===== src/rtl/i2c_slave_regfile.sv =====
// ============================================================================
// i2c_slave_regfile : byte register file behind an I2C slave byte stage.
// Build option: define I2C_REGFILE_AUTOINC_EN to auto-increment the pointer.
// Revision: 1.0
// ============================================================================
`default_nettype none

module i2c_slave_regfile #(
  parameter int ADDR_W = 4
) (
  input  logic              clk,
  input  logic              reset,
  input  logic              start,
  input  logic              rw,
  input  logic              stop,
  input  logic              received,
  input  logic [7:0]        datareceive,
  input  logic              sended,
  output logic              receive,
  output logic              send,
  output logic [7:0]        datasend,
  input  logic [ADDR_W-1:0] host_addr,
  input  logic              host_we,
  input  logic [7:0]        host_wdata,
  output logic [7:0]        host_rdata,
  output logic              wr_pulse,
  output logic [ADDR_W-1:0] wr_addr
);

  localparam int DEPTH = 2 ** ADDR_W;

  typedef enum logic [1:0] {
    S_IDLE  = 2'd0,
    S_PTR   = 2'd1,
    S_WDATA = 2'd2,
    S_RDATA = 2'd3
  } state_t;

  state_t              r_state;
  state_t              w_state_nxt;
  logic [ADDR_W-1:0]   r_ptr;
  logic [ADDR_W-1:0]   w_ptr_adv;
  logic [7:0]          r_mem [DEPTH];
  logic [7:0]          r_datasend;
  logic [7:0]          r_host_rdata;
  logic                r_receive;
  logic                r_send;
  logic                r_wr_pulse;
  logic [ADDR_W-1:0]   r_wr_addr;
  logic                w_take_ptr;
  logic                w_take_wr;
  logic                w_take_rd;
  logic                w_rd_open;

  // A start always restarts the transaction, so byte events in that cycle are dropped.
  assign w_take_ptr = !start && (r_state == S_PTR)   && received;
  assign w_take_wr  = !start && (r_state == S_WDATA) && received;
  assign w_take_rd  = !start && (r_state == S_RDATA) && sended;
  assign w_rd_open  = start && rw;

`ifdef I2C_REGFILE_AUTOINC_EN
  assign w_ptr_adv = r_ptr + ADDR_W'(1);
`else
  assign w_ptr_adv = r_ptr;
`endif

  always_comb begin
    w_state_nxt = r_state;
    if (start) begin
      w_state_nxt = rw ? S_RDATA : S_PTR;
    end else if (stop) begin
      w_state_nxt = S_IDLE;
    end else if (w_take_ptr) begin
      w_state_nxt = S_WDATA;
    end
  end

  always_ff @(posedge clk or negedge reset) begin
    if (!reset) begin
      r_state    <= S_IDLE;
      r_ptr      <= '0;
      r_datasend <= 8'h00;
      r_receive  <= 1'b0;
      r_send     <= 1'b0;
      r_wr_pulse <= 1'b0;
      r_wr_addr  <= '0;
    end else begin
      r_state    <= w_state_nxt;
      r_receive  <= (w_state_nxt == S_PTR) || (w_state_nxt == S_WDATA);
      r_send     <= (w_state_nxt == S_RDATA);
      r_wr_pulse <= w_take_wr;
      if (w_take_wr) begin
        r_wr_addr <= r_ptr;
      end
      if (w_take_ptr) begin
        r_ptr <= datareceive[ADDR_W-1:0];
      end else if (w_take_wr || w_take_rd) begin
        r_ptr <= w_ptr_adv;
      end
      if (w_rd_open) begin
        r_datasend <= r_mem[r_ptr];
      end else if (w_take_rd) begin
        r_datasend <= r_mem[w_ptr_adv];
      end
    end
  end

  // The I2C write is placed last so it overrides a host write to the same index.
  always_ff @(posedge clk or negedge reset) begin
    if (!reset) begin
      for (int i = 0; i < DEPTH; i++) begin
        r_mem[i] <= 8'h00;
      end
    end else begin
      if (host_we) begin
        r_mem[host_addr] <= host_wdata;
      end
      if (w_take_wr) begin
        r_mem[r_ptr] <= datareceive;
      end
    end
  end

  always_ff @(posedge clk or negedge reset) begin
    if (!reset) begin
      r_host_rdata <= 8'h00;
    end else begin
      r_host_rdata <= r_mem[host_addr];
    end
  end

  assign receive    = r_receive;
  assign send       = r_send;
  assign datasend   = r_datasend;
  assign host_rdata = r_host_rdata;
  assign wr_pulse   = r_wr_pulse;
  assign wr_addr    = r_wr_addr;

endmodule

`default_nettype wire


===== config.mk =====
export PLATFORM = sky130hd
export DESIGN_NAME = i2c_slave_regfile
export DESIGN_NICKNAME = d
export VERILOG_FILES = /design/src/rtl/i2c_slave_regfile.sv
export SDC_FILE = /design/constraint.sdc
export NUM_CORES = 1
export LEC_CHECK = 0
export ABC_CLOCK_PERIOD_IN_PS = 2380
export CELL_PAD_IN_SITES_DETAIL_PLACEMENT = 0
export CELL_PAD_IN_SITES_GLOBAL_PLACEMENT = 2
export CORE_AREA = 3 3 160 146
export CTS_BUF_LIST = sky130_fd_sc_hd__clkbuf_8
export DETAILED_ROUTE_END_ITERATION = 16
export DIE_AREA = 0 0 163 149
export PLACE_DENSITY = 0.78
export SETUP_SLACK_MARGIN = 0.15
export SLEW_MARGIN = 30
export SYNTH_ARGS = -nofsm -noshare
export SYNTH_HDL_FRONTEND = slang
export SYNTH_SLANG_ARGS = --single-unit
export TNS_END_PERCENT = 20

===== constraint.sdc =====
create_clock -name clk -period 2.38 [get_ports clk]
set_input_delay 0.357 -clock clk [delete_from_list [all_inputs] [get_ports clk]]
set_output_delay 0.357 -clock clk [all_outputs]
set_load 0.005 [all_outputs]

==> metrics.txt, run 1 <==
Die W 163 µm; DR DRC count 0; async set-reset flop share out of synthesis 100%; Synth Cell Area 9350 µm²; worst-skew pair later-pin latency 0.47 ns; CP Launch Type flop; Syn Inst Count 808; worst path arrival time 2.47 ns; Final TNS setup 0 ns; Achievable Freq 472 MHz; CTS tree done; cts bufs inserted 17; I/O Buffers 50; dpl hpwl 21000 µm; share of cells above drive strength 1 23.9%; Synth Register Bits 157; core area 21700 µm²; # fillers 1962; worst-path fanout max 19; antenna cell count 0; register area share after synthesis 42.0%; largest cells by area after synthesis dfrtp_1 42%, mux4_2 17%, mux2i_1 14%; clk buf depth 2; ANT nets after route 0; GPL Wtd Cong 0.919; ys flop type dfrtp_1; max-cap violations 0; via/cell ratio 5.96; CP Class flop to flop; pin count of the biggest net entering global routing 63; initial antenna violation count 0; Setup violations, final 0; XOR/XNOR share of the synthesized area 0%; outcome finished clean; endpoints failing hold 0; Ports 51; Peak supply drop 0.425 mV; area leader, netlist dfrtp_1; CP max stage cell dfrtp_2; WL final 30200 µm; Routed WL per cell 25.9 µm; Worst setup EP type flop; vias in the first global route 7189; cell family with most CP delay multiplexers; total gr overflow 0; Power, Total 0.00954 W; area delta synth->final 15.3%; largest family of logic cells by synthesized area multiplexers; Syn. warnings 0; Final Cell Area 10800 µm²; Initial Util 43.1%; H-tree levels 4; worst hold path class input pin to async pin; DRT iter0 DRCs 570; Cell variety after synth 44; Worst Skew 0.0164 ns; clock-pin slew on the worst setup and hold paths 0.08 ns; Slew @ Worst Pin 0.777 ns; slew margin rel. 48.0%; Adder-Cell Fraction of Synth Area 0.134%; P_leak 4.53 nW; Yosys top cell area share 42.0%; CTS Root Cell clkbuf_8; Synth Area in Compound Gates 8.05%; Syn Nets 837; Nets 893; total global-route track usage 26.1%; Max Transition Viols Final 0; Synth Area in Simple Gates 12.5%; Synth Area per Inst 11.6 µm²; worst stage delay on the critical path 0.56 ns; Post-DP Area 10400 µm²; Die H 149 µm; RSZ-0062 raised after global routing no; row cnt 51; r2r setup slk 0.26 ns; CTS Sinks 157; worst path bufs/invs 1; Req. time, crit path 2.73 ns; number of flops mapped to enable cells by yosys 0; Power Density 884 nW/µm²; via count 6962; Setup Fix Bufs, Post-CTS 0; cell count after placement 1135; non-filler cells, final 1168; DR pass1 iterations 6; Util after Layout 49.7%; first-pass GRT wire length 46300 µm; mux cell area share after synthesis 32.3%; Tmin final 2.12 ns; worst path cell trace buf_12, mux4_2, a22oi_1, nand3_1, mux2_2; die outline area 24300 µm²; Final Cycle Share 89.0%
==> metrics by stage <==
step	hold slack, ns	worst slack [ns]
4_1_cts	0.467	0.254
2_1_floorplan	0.0614	0.530
5_1_grt	0.495	0.161
3_3_place_gp	0.386	0.186
3_5_place_dp	0.390	0.0876
6_report	0.457	0.261
==> synth_stat cells (2+ instances only) <==
cell type / instances
buf_2: 29
and4_1: 3
inv_2: 3
o21ai_0: 38
nand4_4: 7
nor2_2: 6
nand2b_1: 2
buf_6: 6
nand2_1: 70
mux4_2: 71
a22oi_1: 8
nand3b_1: 2
nor2b_1: 2
mux2_2: 10
or3_1: 3
clkbuf_1: 17
nor2_8: 3
a21oi_1: 82
clkbuf_2: 2
buf_4: 11
o21ai_1: 14
nand3_1: 16
nor4_4: 3
nand4_1: 2
buf_1: 14
o31ai_1: 2
mux2i_1: 128
dfrtp_1: 157
nor2_1: 82
==> routing by layer <==
metal  global-route usage (%)  vias up  routed length, µm
li1                         -     3080                  -
met4                     12.2        0               1520
met2                     39.5      300              13700
met1                     35.5     3504              13000
met5                        0        -                  0
met3                     6.58       78               2060
==> cell families after synthesis <==
family | Yosys count
AOI/OAI and AO/OA | 145
adders and majority gates | 1
buffers and inverters | 84
DFF | 157
muxes | 210
and+or+nand+nor | 211
==> path summary, 6_finish.rpt <==
kind	start	endpoint	cells past startpoint
setup / recovery	r_ptr[2]	datasend[5]	5
hold / removal	reset	r_mem[99]	2
setup reg to reg	r_ptr[2]	datasend[5]	5
hold reg to reg	wr_addr[0]	wr_addr[0]	2
max in group asynchronous	reset	r_mem[23]	3
min in group clk	wr_addr[0]	wr_addr[0]	2
==> timing repair <==
| action | CTS | global route |
|---|---|---|
| endpoints found under the hold margin | 58 | 0 |
| hold buffers | 1 | 0 |
| endpoints found under the setup margin | 0 | 0 |
| resized for setup | 0 | 0 |
==> cell type report <==
type / instances / area, µm² / share of cell area (%)
tap: 291 / 364 / 3.38
inverter: 3 / 11.3 / 0.104
timing repair buffer: 118 / 1100 / 10.2
sequential: 157 / 3930 / 36.4
clock inverter: 14 / 170 / 1.58
multi-input combinational: 567 / 4960 / 46.0
clock buffer: 18 / 248 / 2.30
==> cell usage in the layout, fill, tap and decap left out, types with 2 or more instances in the layout <==
cell type	netlist	layout
dfrtp_1	157	155
mux2i_1	128	128
a21oi_1	82	82
nor2_1	82	82
mux4_2	71	71
nand2_1	70	70
buf_4	11	59
clkdlybuf4s50_1	0	47
o21ai_0	38	38
clkbuf_8	0	18
nand3_1	16	16
o21ai_1	14	14
mux2_2	10	10
a22oi_1	8	8
buf_12	1	8
nand4_4	7	7
nor2_2	6	6
clkinv_4	0	4
or3_1	3	3
nor4_4	3	3
nor2_8	3	3
inv_2	3	3
and4_1	3	3
bufinv_16	0	3
clkinvlp_4	0	3
nand3b_1	2	2
nand4_1	2	2
nand2b_1	2	2
o31ai_1	2	2
nor2b_1	2	2
clkinv_2	0	2
buf_2	29	2
dfrtp_2	0	2
==> worst reg2reg max path: cells and delay by family (launching register included) <==
| kind | cells | cell delay [ns] |
|---|---|---|
| compound gates | 1 | 0.22 |
| mux | 2 | 0.84 |
| buf+inv | 1 | 0.24 |
| simple gates | 1 | 0.16 |
| flops | 1 | 0.56 |
==> power by group <==
part / switching [W] / internal (W)
Combinational: 0.00131 / 0.00179
Sequential: 0.000804 / 0.00349
Clock: 0.00108 / 0.00107
Total: 0.00319 / 0.00634
==> registers in the layout, indices dropped and copies added (netlist names) <==
signal,count
r_state,2
r_ptr,4
send,1
wr_pulse,1
datasend,8
r_mem,128
receive,1
wr_addr,4
host_rdata,8
(Power assumes the default switching activity.)
==> run 2: changes to the inputs <==
--- a/config.mk
+++ b/config.mk
@@ -13,7 +13,7 @@
 export DETAILED_ROUTE_END_ITERATION = 16
 export DIE_AREA = 0 0 163 149
 export PLACE_DENSITY = 0.78
-export SETUP_SLACK_MARGIN = 0.15
+export SETUP_SLACK_MARGIN = 0.3
 export SLEW_MARGIN = 30
 export SYNTH_ARGS = -nofsm -noshare
 export SYNTH_HDL_FRONTEND = slang
==> run 2 against run 1 <==
Effect of this change:
- non-clock buffer count increased by 3
- clock power about the same
- routed wire length increased by 0.16%
- power increased by 0.15%
- final cell count increased by 0.26%
- sequential share of layout area decreased by 0.069 points
- global-route usage about the same
- critical path type unchanged
- critical endpoint unchanged
- largest cell class unchanged
- largest power group unchanged
- highest routed layer unchanged
==> metrics.txt, run 2 (same netlist as run 1, synthesis figures left out) <==
outcome finished clean (unchanged); Setup violations, final 0 (unchanged); highest-count cells in the layout ignoring fill and taps 154 x dfrtp_1, 128 x mux2i_1, 82 x a21oi_1, 82 x nor2_1, 71 x mux4_2 (was 155 x dfrtp_1, 128 x mux2i_1, 82 x a21oi_1, 82 x nor2_1, 71 x mux4_2); CTS Sinks 157 (unchanged); GPL Wtd Cong 0.919 (unchanged); CTS Root Cell clkbuf_8 (unchanged); row cnt 51 (unchanged); first-pass GRT wire length 46300 µm (about the same); Routed WL per cell 25.9 µm (about the same); DR DRC count 0 (unchanged); met2 Resource Use GR 39.5% (unchanged); Achievable Freq 503 MHz (was 472 MHz); initial antenna violation count 0 (unchanged); worst hold path class input pin to async pin (unchanged); vias in the first global route 7195 (was 7189); Nets 896 (was 893); worst path arrival time 2.34 ns (was 2.47 ns); CP Class flop to flop (unchanged); endpoints failing hold 0 (unchanged); Slew @ Worst Pin 0.772 ns (was 0.777 ns); Worst setup EP type flop (unchanged); max reg flops 128 (unchanged); DRT iter0 DRCs 644 (was 570); antenna cell count 0 (unchanged); Die W 163 µm (unchanged); worst path cell trace buf_12, mux4_2, a22oi_1, nand3_1, mux2_2 (unchanged); share of cells above drive strength 1 24.3% (was 23.9%); CP Launch Type flop (unchanged); Global Route met3 Usage 6.58% (unchanged); setup slack after layout 0.394 ns (was 0.261 ns); Max Transition Viols Final 0 (unchanged); core area 21700 µm² (unchanged); cell count after placement 1135 (unchanged); worst-skew pair later-pin latency 0.47 ns (about the same); # fillers 1963 (was 1962); worst-path fanout max 19 (unchanged); met1 Track Usage GR 35.6% (was 35.5%); clock-pin slew on the worst setup and hold paths 0.08 ns (about the same); cts bufs inserted 17 (unchanged); Req. time, crit path 2.73 ns (about the same); Ports 51 (unchanged); Biggest register r_mem (unchanged); ANT nets after route 0 (unchanged); Tmin final 1.99 ns (was 2.12 ns); Final TNS setup 0 ns (unchanged); max-cap violations 0 (unchanged); CP max stage cell mux4_2 (was dfrtp_2); via count 7000 (was 6962); Critical Path End datasend[5] (unchanged); RR Startpoint r_ptr[2] (unchanged); Power, Total 0.00955 W (was 0.00954 W); Multi-input gate area 4960 µm² (unchanged); P_leak 4.54 nW (was 4.53 nW); hold_ws 0.452 ns (was 0.457 ns); WL final 30300 µm (was 30200 µm); dpl hpwl 21000 µm (unchanged); critical path launch point r_ptr[2] (unchanged); total global-route track usage 26.1% (about the same); r2r setup slk 0.39 ns (was 0.26 ns); commonest non-fill, non-tap cell in the layout dfrtp_1 (unchanged); register area 3930 µm² (about the same); RSZ-0062 raised after global routing no (unchanged); clk buf depth 2 (unchanged); worst stage delay on the critical path 0.54 ns (was 0.56 ns); die outline area 24300 µm² (unchanged); non-filler cells, final 1171 (was 1168); via/cell ratio 5.98 (was 5.96); Die H 149 µm (unchanged); I/O Buffers 50 (unchanged); RR Endpoint datasend[5] (unchanged); pin count of the biggest net entering global routing 63 (unchanged); Worst Skew 0.0165 ns (was 0.0164 ns); Initial Util 43.1% (unchanged); Peak supply drop 0.426 mV (was 0.425 mV); DR pass1 iterations 5 (was 6); pre-CTS WS 0.0876 ns (unchanged); slew margin rel. 48.4% (was 48.0%); GRT busiest layer met2 (unchanged); R2R cell count 5 (unchanged); H-tree levels 4 (unchanged); total gr overflow 0 (unchanged); Power Density 883 nW/µm² (was 884 nW/µm²); area delta synth->final 15.6% (was 15.3%); CTS tree done (unchanged); Final Cycle Share 83.5% (was 89.0%)
run 2: cell count changes in the layout (fill, tap and decap cells not counted):
cell / delta
buf_4: +3
dfrtp_1: -1
dfrtp_2: +1
run 2: power by group:
| group | switching [W] | internal (W) | total, W |
|---|---|---|---|
| sequential | 0.000790 | 0.00349 | 0.00428 |
| clock | 0.00109 | 0.00107 | 0.00215 |
| combinational | 0.00132 | 0.00181 | 0.00312 |
| total | 0.00319 | 0.00636 | 0.00955 |
run 2: worst max-delay path: cells and delay by family (launching register included):
family | cells | cell delay, ns
buffers and inverters | 1 | 0.21
flip-flops | 1 | 0.45
AND/OR/NAND/NOR | 1 | 0.16
multiplexers | 2 | 0.83
AO/OA/AOI/OAI | 1 | 0.22
run 2: worst min path at each step:
stage | startpoint | to | slack, ns
after floorplan | reset | datasend[0] | 0.06
after global placement | reset | r_mem[115] | 0.39
after detailed placement | reset | r_mem[115] | 0.39
after CTS | reset | datasend[4] | 0.47
after global routing | stop | r_state[1] | 0.49
final | reset | r_mem[99] | 0.45
run 2: per-stage QoR:
stage,util (%),instance area [µm²]
final,49.8,10800
after global placement,47.7,10400
after CTS,49.8,10800
after floorplan,-,9350
after global routing,49.8,10800
after detailed placement,47.7,10400
run 2: area by class of cell:
type / count / area share (%)
timing repair buffer: 121 / 10.4
sequential: 157 / 36.4
tap: 291 / 3.37
inverter: 3 / 0.104
multi-input combinational: 567 / 45.9
clock buffer: 18 / 2.29
clock inverter: 14 / 1.57
run 2: per-layer routing:
| metal | up-vias | wire (µm) |
|---|---|---|
| met5 | - | 0 |
| met2 | 298 | 13700 |
| li1 | 3090 | - |
| met1 | 3532 | 13000 |
| met3 | 80 | 2030 |
| met4 | 0 | 1510 |
run 2: what timing repair did:
action                                  CTS  global route
gates cloned                              0             0
hold endpoints to repair                 58             0
endpoints found under the setup margin    2            17
buffers inserted                          3             0
resized for setup                         0             1
hold buffers                              1             0
==> run 3: changes to the inputs <==
--- a/config.mk
+++ b/config.mk
@@ -5,7 +5,7 @@
 export SDC_FILE = /design/constraint.sdc
 export NUM_CORES = 1
 export LEC_CHECK = 0
-export ABC_CLOCK_PERIOD_IN_PS = 2380
+export ABC_CLOCK_PERIOD_IN_PS = 1900
 export CELL_PAD_IN_SITES_DETAIL_PLACEMENT = 0
 export CELL_PAD_IN_SITES_GLOBAL_PLACEMENT = 2
 export CORE_AREA = 3 3 160 146
==> constraint.sdc (replaced) <==
create_clock -name clk -period 1.9 [get_ports clk]
set_input_delay 0.285 -clock clk [delete_from_list [all_inputs] [get_ports clk]]
set_output_delay 0.285 -clock clk [all_outputs]
set_load 0.005 [all_outputs]
==> run 3 against run 2 <==
Effect of this change:
- the flow now finishes with violations (negative setup slack)
- combinational power grew 66%
- routed wire length rose by 12%
- sequential power is 25% higher
- power up 37%
- worst hold slack got worse by 0.13 ns
- largest cell class unchanged
- highest routed layer is now met5
==> metrics.txt, run 3 (same netlist as run 1, synthesis figures left out) <==
met1 Track Usage GR 38.1% (was 35.6%); clk buf depth 2 (unchanged); Nets 982 (was 896); worst-path fanout max 7 (was 19); dpl hpwl 22600 µm (was 21000 µm); Worst Skew 0.0228 ns (was 0.0165 ns); clock-pin slew on the worst setup and hold paths 0.09 ns (was 0.08 ns); worst-skew pair later-pin latency 0.48 ns (was 0.47 ns); worst path cell trace buf_12, buf_4, mux4_2, a22oi_2, nand3_2, mux2_4 (was buf_12, mux4_2, a22oi_1, nand3_1, mux2_2); Final Cycle Share 101% (was 83.5%); DRT iter0 DRCs 743 (was 644); WL final 34000 µm (was 30300 µm); CTS tree done (unchanged); commonest non-fill, non-tap cell in the layout dfrtp_1 (unchanged); setup slack after layout -0.0188 ns (was 0.394 ns); H-tree levels 4 (unchanged); area delta synth->final 40.9% (was 15.6%); DR DRC count 0 (unchanged); CP Depth 6 (was 5); Sw Pwr 0.00462 W (was 0.00319 W); Biggest register r_mem (unchanged); Slew @ Worst Pin 0.482 ns (was 0.772 ns); Final TNS setup -0.0188 ns (was 0 ns); Tmin final 1.92 ns (was 1.99 ns); worst stage delay on the critical path 0.51 ns (was 0.54 ns); CTS Root Cell clkbuf_8 (unchanged); outcome finished, violations left (was finished clean); max reg flops 128 (unchanged); combinational share of power 39.5% (was 32.7%); cts bufs inserted 17 (unchanged); worst path bufs/invs 2 (was 1); via/cell ratio 6.15 (was 5.98); Global Route met3 Usage 5.19% (was 6.58%); Initial Util 43.1% (unchanged); cell count after placement 1188 (was 1135); Req. time, crit path 2.25 ns (was 2.73 ns); Achievable Freq 521 MHz (was 503 MHz); # fillers 1727 (was 1963); P_leak 5.57 nW (was 4.54 nW); Power Density 995 nW/µm² (was 883 nW/µm²); Critical Path End datasend[0] (was datasend[5]); internal power 0.00850 W (was 0.00636 W); CP Launch Type flop (unchanged); worst path arrival time 2.27 ns (was 2.34 ns); GRT busiest layer met2 (unchanged); RR Endpoint datasend[0] (was datasend[5]); R2R cell count 6 (was 5); RSZ-0062 raised after global routing yes (was no); CP max stage cell mux4_2 (unchanged); I/O Buffers 50 (unchanged); Peak supply drop 0.479 mV (was 0.426 mV); Worst setup EP type flop (unchanged); RR Startpoint r_ptr[2] (unchanged); Sequential Power Share 40.7% (was 44.8%); Clock power frac 19.8% (was 22.5%); critical path launch point r_ptr[2] (unchanged); endpoints failing hold 0 (unchanged); CP Class flop to flop (unchanged); total global-route track usage 27.4% (was 26.1%); DR pass1 iterations 5 (unchanged); core area 21700 µm² (unchanged); CTS Sinks 157 (unchanged); Setup violations, final 1 (was 0); via count 7731 (was 7000); total gr overflow 0 (unchanged); first-pass GRT wire length 49000 µm (was 46300 µm); Ports 51 (unchanged); pre-CTS WS -0.152 ns (was 0.0876 ns); initial antenna violation count 1 (was 0); pin count of the biggest net entering global routing 46 (was 63); max-cap violations 0 (unchanged); worst hold path class input pin to async pin (unchanged); Max Transition Viols Final 0 (unchanged); hold_ws 0.318 ns (was 0.452 ns); cell family with most CP delay multiplexers (unchanged); Switching Share 35.2% (was 33.4%); r2r setup slk -0.02 ns (was 0.39 ns); highest-count cells in the layout ignoring fill and taps 154 x dfrtp_1, 128 x mux2i_1, 80 x buf_4 (was 154 x dfrtp_1, 128 x mux2i_1, 82 x a21oi_1, 82 x nor2_1, 71 x mux4_2); vias in the first global route 7412 (was 7195); met2 Resource Use GR 43.1% (was 39.5%); Die W 163 µm (unchanged); Die H 149 µm (unchanged); Util after Layout 60.8% (was 49.8%); slew margin rel. 67.8% (was 48.4%); Routed WL per cell 27.0 µm (was 25.9 µm); failing checks negative setup slack; die outline area 24300 µm² (unchanged); row cnt 51 (unchanged); ANT nets after route 0 (unchanged); GPL Wtd Cong 0.946 (was 0.919); non-filler cells, final 1258 (was 1171); share of cells above drive strength 1 53.9% (was 24.3%)
[run 3: cell types whose count changed in the layout (fill, tap and decap cells not counted), sizes merged]
cell	before	now
buf	73	155
clkdlybuf4s50	47	24
dlygate4sd2	0	20
clkbuf	18	21
clkinv	6	9
dlymetal6s2s	0	3
inv	5	3
bufinv	3	2
diode	0	1
nand4	9	10
[run 3: what timing repair did]
| action | CTS | global route |
|---|---|---|
| hold endpoints to repair | 42 | 0 |
| setup endpoints to repair | 155 | 137 |
| resized for setup | 130 | 301 |
| pin swaps | 24 | 86 |
| hold buffers | 1 | 0 |
| setup buffers | 14 | 17 |
| gates cloned | 2 | 3 |
[run 3: worst min path at each step]
stage          start          end  slack, ns
6_report       reset    r_mem[98]       0.32
5_1_grt        reset  datasend[4]       0.35
4_1_cts        reset    r_mem[98]       0.32
3_5_place_dp   reset    r_mem[99]       0.26
3_3_place_gp   reset    r_mem[98]       0.25
2_1_floorplan  reset  datasend[0]      -0.01
[run 3: power by group through the flow]
stage	logic, W	registers [W]	clock network (W)
after floorplan	0.00278	0.00492	0
after global placement	0.00400	0.00529	0
after detailed placement	0.00412	0.00533	0
after CTS	0.00453	0.00527	0.00260
after global routing	0.00552	0.00541	0.00274
final	0.00518	0.00534	0.00260
[run 3: cell type report]
class | count | area, µm² | share of cell area, %
antenna | 1 | 2.50 | 0.0190
inverter | 3 | 48.8 | 0.370
clock inverter | 14 | 145 | 1.10
sequential | 157 | 3930 | 29.8
tap | 291 | 364 | 2.76
timing repair buffer | 206 | 2370 | 18.0
clock buffer | 18 | 248 | 1.88
multi-input combinational | 568 | 6070 | 46.1
[run 3: metrics by stage]
| step | power [W] | area (µm²) |
|---|---|---|
| after floorplan | 0.00770 | 9420 |
| after global placement | 0.00929 | 11100 |
| after detailed placement | 0.00945 | 11100 |
| after CTS | 0.0124 | 12000 |
| after global routing | 0.0137 | 13200 |
| final | 0.0131 | 13200 |
[run 3: metal layers]
metal	wire length [µm]	share of wire (%)
met5	7	0.021
met4	1300	3.8
met3	1930	5.7
met2	16600	49
met1	14200	42
